File: src/rtl/irq_pkg.sv
// Shared definitions for the machine-level interrupt controller: register
// offsets within the 256-byte window, claim-ID width and service-state encoding.
package irq_pkg;

    localparam logic [7:0] OFF_MSIP    = 8'h00;
    localparam logic [7:0] OFF_ENABLE  = 8'h04;
    localparam logic [7:0] OFF_PENDING = 8'h08;
    localparam logic [7:0] OFF_TRIG    = 8'h0C;
    localparam logic [7:0] OFF_CLAIM   = 8'h10;

    // IDs 1..8 plus "none" (0) fit in four bits.
    localparam int ID_W = 4;

    typedef enum logic {
        IRQ_IDLE       = 1'b0,
        IRQ_IN_SERVICE = 1'b1
    } irq_state_t;

endpackage

File: src/rtl/irq_sync.sv
// Two-flop synchroniser for one asynchronous interrupt line, followed by a
// rising-edge detector on the synchronised level.
module irq_sync (
    input  logic CLK,
    input  logic reset,
    input  logic d,
    output logic level,
    output logic rise
);

    logic sync_p0, sync_p1, prev_p2;

    always_ff @(posedge CLK or negedge reset) begin
        if (!reset) begin
            sync_p0 <= 1'b0;
            sync_p1 <= 1'b0;
            prev_p2 <= 1'b0;
        end else begin
            sync_p0 <= d;
            sync_p1 <= sync_p0;
            prev_p2 <= sync_p1;
        end
    end

    assign level = sync_p1;
    assign rise  = sync_p1 & ~prev_p2;

endmodule

File: src/rtl/irq_ctrl.sv
// Machine interrupt controller: timer/software/external interrupt levels to the
// core, with per-line edge/level qualification, fixed priority and claim/complete.
module irq_ctrl
    import irq_pkg::*;
#(
    parameter int          NUM_EXT = 8,
    parameter logic [23:0] BASE    = 24'h2000_01
) (
    input  logic               CLK,
    input  logic               reset,
    input  logic               systemTimerIRQ,
    input  logic [NUM_EXT-1:0] extIRQ,
    input  logic [31:0]        A,
    input  logic               WE,
    input  logic               RE,
    input  logic [31:0]        WD,
    output logic [31:0]        RD,
    output logic               sel,
    output logic               mtip,
    output logic               msip,
    output logic               meip
);

    logic [NUM_EXT-1:0] ext_level, ext_rise;
    logic [NUM_EXT-1:0] enable_q, trig_q, pend_q, pend_d;
    logic [NUM_EXT-1:0] pending, active, best_onehot, clr_mask;
    logic               msip_q;
    irq_state_t         state_q, state_d;
    logic [ID_W-1:0]    claimed_q, claimed_d, best_id;
    logic               meip_d, claim_fire;
    logic [7:0]         offset;
    logic               wr_en, claim_rd, claim_wr;
    logic               unused_wd;

    for (genvar g = 0; g < NUM_EXT; g++) begin : g_sync
        irq_sync u_sync (
            .CLK   (CLK),
            .reset (reset),
            .d     (extIRQ[g]),
            .level (ext_level[g]),
            .rise  (ext_rise[g])
        );
    end

    function automatic logic [ID_W-1:0] lowest_id(input logic [NUM_EXT-1:0] v);
        lowest_id = '0;
        for (int i = NUM_EXT - 1; i >= 0; i--) begin
            if (v[i]) lowest_id = ID_W'(i + 1);
        end
    endfunction

    assign sel       = (A[31:8] == BASE);
    assign offset    = A[7:0];
    assign wr_en     = sel && WE;
    assign claim_wr  = wr_en && (offset == OFF_CLAIM);
    // A simultaneous write to CLAIM wins over the read side effect.
    assign claim_rd  = sel && RE && !WE && (offset == OFF_CLAIM);
    assign unused_wd = ^WD;

    // Edge lines present their sticky bit, level lines the synchronised input.
    assign pending     = (trig_q & pend_q) | (~trig_q & ext_level);
    assign active      = pending & enable_q;
    assign best_id     = lowest_id(active);
    assign best_onehot = active & (~active + NUM_EXT'(1));

    always_comb begin
        state_d    = state_q;
        claimed_d  = claimed_q;
        meip_d     = 1'b0;
        claim_fire = 1'b0;
        case (state_q)
            IRQ_IDLE: begin
                if (claim_rd && (best_id != '0)) begin
                    claim_fire = 1'b1;
                    claimed_d  = best_id;
                    state_d    = IRQ_IN_SERVICE;
                end else begin
                    meip_d = (best_id != '0);
                end
            end
            IRQ_IN_SERVICE: begin
                if (claim_wr && (WD[ID_W-1:0] == claimed_q)) begin
                    state_d = IRQ_IDLE;
                    meip_d  = (best_id != '0);
                end
            end
            default: state_d = IRQ_IDLE;
        endcase
    end

    // A fresh edge in the same cycle as a clear leaves the bit set.
    always_comb begin
        clr_mask = '0;
        if (wr_en && (offset == OFF_PENDING)) clr_mask = WD[NUM_EXT-1:0];
        if (claim_fire) clr_mask = clr_mask | best_onehot;
        pend_d = ((pend_q & ~clr_mask) | ext_rise) & trig_q;
    end

    always_ff @(posedge CLK or negedge reset) begin
        if (!reset) begin
            msip_q    <= 1'b0;
            enable_q  <= '0;
            trig_q    <= '0;
            pend_q    <= '0;
            state_q   <= IRQ_IDLE;
            claimed_q <= '0;
            mtip      <= 1'b0;
            meip      <= 1'b0;
        end else begin
            if (wr_en && (offset == OFF_MSIP))   msip_q   <= WD[0];
            if (wr_en && (offset == OFF_ENABLE)) enable_q <= WD[NUM_EXT-1:0];
            if (wr_en && (offset == OFF_TRIG))   trig_q   <= WD[NUM_EXT-1:0];
            pend_q    <= pend_d;
            state_q   <= state_d;
            claimed_q <= claimed_d;
            mtip      <= systemTimerIRQ;
            meip      <= meip_d;
        end
    end

    assign msip = msip_q;

    always_comb begin
        RD = '0;
        if (sel) begin
            case (offset)
                OFF_MSIP:    RD[0]           = msip_q;
                OFF_ENABLE:  RD[NUM_EXT-1:0] = enable_q;
                OFF_PENDING: RD[NUM_EXT-1:0] = pending;
                OFF_TRIG:    RD[NUM_EXT-1:0] = trig_q;
                OFF_CLAIM:   if (state_q == IRQ_IDLE) RD[ID_W-1:0] = best_id;
                default:     RD = '0;
            endcase
        end
    end

endmodule

File: config.mk
export PLATFORM = sky130hd
export DESIGN_NAME = irq_ctrl
export DESIGN_NICKNAME = d
export VERILOG_FILES = /design/src/rtl/irq_pkg.sv /design/src/rtl/irq_sync.sv /design/src/rtl/irq_ctrl.sv
export SDC_FILE = /design/constraint.sdc
export NUM_CORES = 1
export LEC_CHECK = 0
export BUFFER_PORTS_ARGS = -buffer_cell sky130_fd_sc_hd__clkbuf_2
export CAP_MARGIN = 10
export CORE_ASPECT_RATIO = 0.6
export CORE_MARGIN = 2
export CORE_UTILIZATION = 49
export CTS_CLUSTER_DIAMETER = 50
export DETAILED_ROUTE_END_ITERATION = 8
export HOLD_SLACK_MARGIN = 0.12
export PLACE_DENSITY_LB_ADDON = 0.05
export SLEW_MARGIN = 5
export SYNTH_ARGS = -nofsm -noshare
export SYNTH_HDL_FRONTEND = slang
export SYNTH_SLANG_ARGS = --single-unit
File: constraint.sdc
create_clock -name CLK -period 2.6 [get_ports CLK]
set_input_delay 0.26 -clock CLK [delete_from_list [all_inputs] [get_ports CLK]]
set_output_delay 0.26 -clock CLK [all_outputs]
set_load 0.02 [all_outputs]
# After elaboration in Yosys (flattened, before gate mapping)
# Index checks and enable logic that the tools add are counted.
[op_classes] reduce_logical=15 eq_ne=6 add_sub_neg=1 n_mux=22 bitwise=29
[ops] op="AND 8 bit" n=6
[ops] op="2-to-1 mux 4 bit" n=9
[ops] op="equality test 24 x 22 -> 1 bit (second input constant)" n=1
[ops] op="2-to-1 mux 8 bit" n=3
[ops] op="inverter 8 bit" n=3
[ops] op="OR 8 bit" n=3
[ops] op="equality test 8 x 4 -> 1 bit (second input constant)" n=2
[ops] op="case mux 3 bit (4 select lines)" n=1
[ops] op="case mux 4 bit (3 select lines)" n=1
[ops] op="logical AND 1 bit" n=11
[ops] op="inverter 1 bit" n=9
[ops] op="adder 8 x 1 -> 8 bit (second input constant)" n=1
[ops] op="AND 1 bit" n=8
[ops] op="equality test 8 x 3 -> 1 bit (second input constant)" n=1
[ops] op="equality test 8 x 5 -> 1 bit (second input constant)" n=1
[ops] op="logical NOT 8 bit" n=1
[ops] op="2-to-1 mux 1 bit" n=5
[ops] op="case mux 1 bit (5 select lines)" n=1
[ops] op="equality test 4 bit" n=1
[ops] op="case mux 1 bit (2 select lines)" n=2
[ops] op="nonzero test 4 bit" n=1
[ops] op="AND reduction 2 bit" n=1
[ops] op="logical NOT 1 bit" n=1
[totals] inputBits=77 ff_bits=56 output_inout_bits=36 elab_cells=105

# Longest topological paths before layout
[depth] depth_word=21 depth_mapped=7 ltp_nobuf=5

# By module
# From an unflattened synthesis, not the netlist that was laid out.
[hier_totals] cells_unflattened=291 area_unflattened_um2=3085.5
[by_module_without_submodules] mod="irq_ctrl" n_inst=1 area_each_um2=2374.8 cells_per_inst=259 seq_area_each_um2=800.8
[by_module_without_submodules] mod="irq_sync" n_inst=8 area_each_um2=88.8 cells_per_inst=4 seq_area_each_um2=75.1

# Worst setup path after synthesis
# Ideal clock, no wire load.
[synth_path] path_kind="input to output" start="input port A[5]" end="output port RD[2]" setup_slack_ps=305 t_arrival_ps=2035 stages=7 required_ps=2340 path_buffers=2 cell_sequence="or4_1 -> buf_2 -> nor4_2 -> buf_2 -> and2_1 -> o21ai_0 -> a31oi_1"
[synth_between] elab_chain_len=3 elab_cells_between_ends=6 classes_between="4 x eq/ne; 2 x mux"
[synth_lines] element="start: declaration" line_no="irq_ctrl.sv:13" text="input logic [31:0] A,"
[synth_lines] element="equality test 8 x 5 -> 1 bit, or another cell as far along" line_no="irq_ctrl.sv:126" text="case (offset)"
[synth_lines] element="case mux 3 bit (4 select lines) (*)" line_no="irq_ctrl.sv:126"
[synth_lines] element="2-to-1 mux 8 bit (*)" line_no="irq_ctrl.sv:125" text="if (sel) begin"
[synth_lines] element="end: declaration" line_no="irq_ctrl.sv:17" text="output logic [31:0] RD,"
# Every way passes the cells marked *; elsewhere a longest branch is shown, timed or not.

# Worst setup path in the final report
[layout_path] start="register trig_q[0]" end="output port RD[3]"
[layout_between] elab_chain_len=8 elab_cells_between_ends=9 classes_between="4 x mux; 5 x bitwise"
[layout_lines] element="start: declaration" line_no="irq_ctrl.sv:25" text="logic [NUM_EXT-1:0] enable_q, trig_q, pend_q, pend_d;"
[layout_lines] element="start signal: assignment" line_no="irq_ctrl.sv:112" text="if (wr_en && (offset == OFF_TRIG)) trig_q <= WD[NUM_EXT-1:0];"
[layout_lines] element="inverter 8 bit" line_no="irq_ctrl.sv:61" text="assign pending = (trig_q & pend_q) | (~trig_q & ext_level);"
[layout_lines] element="AND 8 bit" line_no="irq_ctrl.sv:61"
[layout_lines] element="OR 8 bit (*)" line_no="irq_ctrl.sv:61"
[layout_lines] element="AND 8 bit (*)" line_no="irq_ctrl.sv:62" text="assign active = pending & enable_q;"
[layout_lines] element="2-to-1 mux 4 bit (*)" line_no="irq_ctrl.sv:48" text="if (v[i]) lowest_id = ID_W'(i + 1);"
[layout_lines] element="2-to-1 mux 4 bit (*)" line_no="irq_ctrl.sv:131" text="OFF_CLAIM: if (state_q == IRQ_IDLE) RD[ID_W-1:0] = best_id;"
[layout_lines] element="case mux 3 bit (4 select lines) (*)" line_no="irq_ctrl.sv:126"
[layout_lines] element="2-to-1 mux 8 bit (*)" line_no="irq_ctrl.sv:125"
# Marks and branches as above.

==> impl_metrics.py <==
metrics = {
    "critical_path": {
        "end_kind": "output pin",
        "rr_worst_depth": 6,
        "path_delay_family": "simple AND/OR/NAND/NOR gates",
        "path_buf_inv": 1,
        "rr_startpoint": "trig_q[0]",
        "cp.arrival_ns": 2.26,
        "r2r_slack_ns": 0.46,
        "crit_cells": 6,
        "cp-startpoint": "trig_q[0]",
        "required_ns": 2.34,
        "cp_cell_sequence": "mux2_2 > a222oi_1 > and4_4 > a22oi_1 > nor2_1 > clkbuf_2",
        "cpPeakStageDelay_ns": 0.42,
        "critPathKind": "flop to output pin",
        "slowest_stage": "dfrtp_2",
        "start_kind": "flop",
        "critPathMaxFanout": 5,
    },
    "finish": {
        "fin_util_pct": 63.3,
        "antenna_cells": 0,
        "post_layout_nonfiller_instances": 439,
        "fin_nets": 435,
        "final_cell_mix": "clkbuf_2, dfrtp_1, nand2_1",
        "final_layout_size_suffix_gt1_share_pct": 35.4,
        "fin_area_sq_um": 3620,
        "syn_to_final_growth_pct": 21.1,
        "final_common_cell": "clkbuf_2",
        "fill_cells": 468,
    },
    "clock_tree": {
        "cts.clk_slew.worst_paths_ns": 0.10,
        "cts_buffer_depth": 2,
        "tritoncts": "done",
        "cts-root-buf": "clkbuf_8",
        "cts_sinks": 56,
        "htreeDepth": 2,
        "clk_latency_ns": 0.31,
        "cts_made_buffers": 5,
    },
    "detailed_routing": {
        "routedWlPerCell_microns": 16.7,
        "drt_pre_antenna_iters": 4,
        "avgViaCountPerCell": 5.41,
        "ant_nets": 0,
        "vias": 2374,
        "drt-initial-drc-count": 214,
        "wl_mm": 7.33,
        "drcViolationCount": 0,
    },
    "place": {
        "placed_area_sq_um": 3380,
        "place_inst": 420,
        "port_buffers": 64,
        "place_congestion": 0.870,
        "dp_hpwl_mm": 5.42,
    },
    "global_routing": {
        "grt_pass1_vias": 2386,
        "grt_max_degree": 25,
        "grt_pass1_wl_mm": 11.9,
        "grt_use_total_pct": 22.8,
        "grt-ovfl-total": 0,
        "antenna_found_initial": 0,
    },
    "synth": {
        "synth_edf_count": 0,
        "async_flop_share_pct": 100,
        "ys_types": 57,
        "synthesis.area_sq_um": 2990,
        "synth-seq-cells": 56,
        "seq_area_frac_synth_pct": 46.8,
        "ys_dominant_reg_cell": "dfrtp_1",
        "synthCells": 274,
        "ys.warnings.count": 0,
        "synth_area_per_cell_sq_um": 10.9,
    },
    "timing": {
        "final-setup-viol-count": 0,
        "final-hold-violation-count": 0,
        "clock_skew_ns": 0.00923,
        "drv_slew": 0,
        "fmax_mhz": 396,
        "period_minus_slack_ns": 2.52,
        "min_period_over_period_pct": 97.1,
        "rsz0062_at_grt": "yes",
    },
    "floorplanning": {
        "num_rows": 21,
        "dieArea_sq_um": 6770,
        "die_y_microns": 64.5,
        "fp.dieW_microns": 105,
        "initial_core_util_pct": 52.2,
        "core-area_sq_um": 5730,
        "ios": 113,
    },
    "power": {
        "power_leakage_uw": 0.00168,
        "peakVddDrop_mv": 0.329,
        "p_per_area_nw_per_um2": 425,
    },
    "hold_path": {
        "min_from": "WD[7]",
        "min_path_cells": 2,
        "hold_class": "input port to flop",
    },
    "outcome": {
        "status": "finished, final reports clean",
    },
    "flow_run": {
        "drv_cap": 0,
    },
}
## layer usage
metal	GRT usage [%]	vias up	share of wire [%]
li1	-	1122	-
met1	32.7	1128	48
met2	34.9	117	43
met3	5.33	7	8.8
met4	6.33	0	0.63
met5	0	-	0
## cells in the mapped netlist, types with 3 or more instances
cell / number / area share [%]
mux2_4: 8 / 4.0
and4_1: 5 / 1.5
dfrtp_1: 56 / 47
o2bb2ai_1: 4 / 1.2
o21ai_0: 9 / 1.5
nand4_1: 5 / 1.0
a32oi_1: 4 / 1.2
nand3_1: 7 / 1.2
or4_1: 4 / 1.0
nand3b_1: 3 / 0.75
nand2_1: 25 / 3.1
mux2_2: 17 / 6.4
nand2b_1: 3 / 0.63
buf_4: 24 / 6.0
nor2_1: 11 / 1.4
xnor2_1: 3 / 0.88
and2_1: 7 / 1.5
o211ai_1: 4 / 1.0
buf_2: 4 / 0.67
inv_1: 8 / 1.0
a21oi_1: 9 / 1.5
a22oi_1: 4 / 1.0
clkbuf_1: 3 / 0.38
mux2i_1: 3 / 1.0
## timing repair
| action | 4_1_cts | 5_1_grt |
|---|---|---|
| endpoints found under the setup margin | 1 | 8 |
| endpoints found under the hold margin | 22 | 0 |
| pin swaps | 0 | 3 |
| gates resized for setup | 1 | 12 |
| setup buffers | 0 | 1 |
| hold buffers | 10 | 0 |
## area by class of cell
| class | instances | area (sq um) | share of cell area (%) |
|---|---|---|---|
| Clock buffer | 5 | 68.8 | 1.90 |
| Clock inverter | 3 | 21.3 | 0.587 |
| Inverter | 8 | 30.0 | 0.829 |
| Multi-Input combinational cell | 201 | 1460 | 40.3 |
| Sequential cell | 56 | 1400 | 38.7 |
| Tap cell | 80 | 100 | 2.76 |
| Timing Repair Buffer | 86 | 538 | 14.8 |
## final timing paths
| path | end |
|---|---|
| worst max-delay path | RD[3] |
| worst min-delay path | trig_q[7] |
| worst max register to register | claimed_q[1] |
| worst min register to register | g_sync[4].u_sync.level |
| max in group asynchronous | trig_q[0] |
| min in group asynchronous | enable_q[1] |
## flip-flops by register name (all words and copies together), names as in the netlist
signal                 cells
g_sync.u_sync.sync_p0      8
mtip                       1
trig_q                     8
g_sync.u_sync.prev_p2      8
enable_q                   8
g_sync.u_sync.level        8
meip                       1
msip                       1
pend_q                     8
state_q                    1
claimed_q                  4
## cell families after synthesis
logic type                after synthesis  share of synthesized area (%)
other                                   1                          0.125
and+or+nand+nor                        91                           18.4
buffers and inverters                  40                           8.44
xor gates and xnor gates                5                           1.46
AOI/OAI and AO/OA                      52                           12.5
DFF                                    56                           46.8
muxes                                  29                           12.2
## through the flow
step                TNS [ns]  hold WS (ns)  power (uW)  setup slack, ns
finish                     0         0.205        1540           0.0764
global route         -0.0270         0.203        1600          -0.0270
CTS                        0         0.202        1550          0.00538
detailed placement         0         0.203        1050           0.0351
global placement           0         0.205        1050            0.102
floorplan                  0       -0.0356        1000            0.305
## power breakdown
part	switching, uW	internal, uW	leakage, uW	total, uW
Combinational	93.9	58.3	0.000922	152
Clock	294	192	0.0000445	486
Sequential	10.5	890	0.000711	900
No activity file was read; power rests on OpenSTA's default activity.
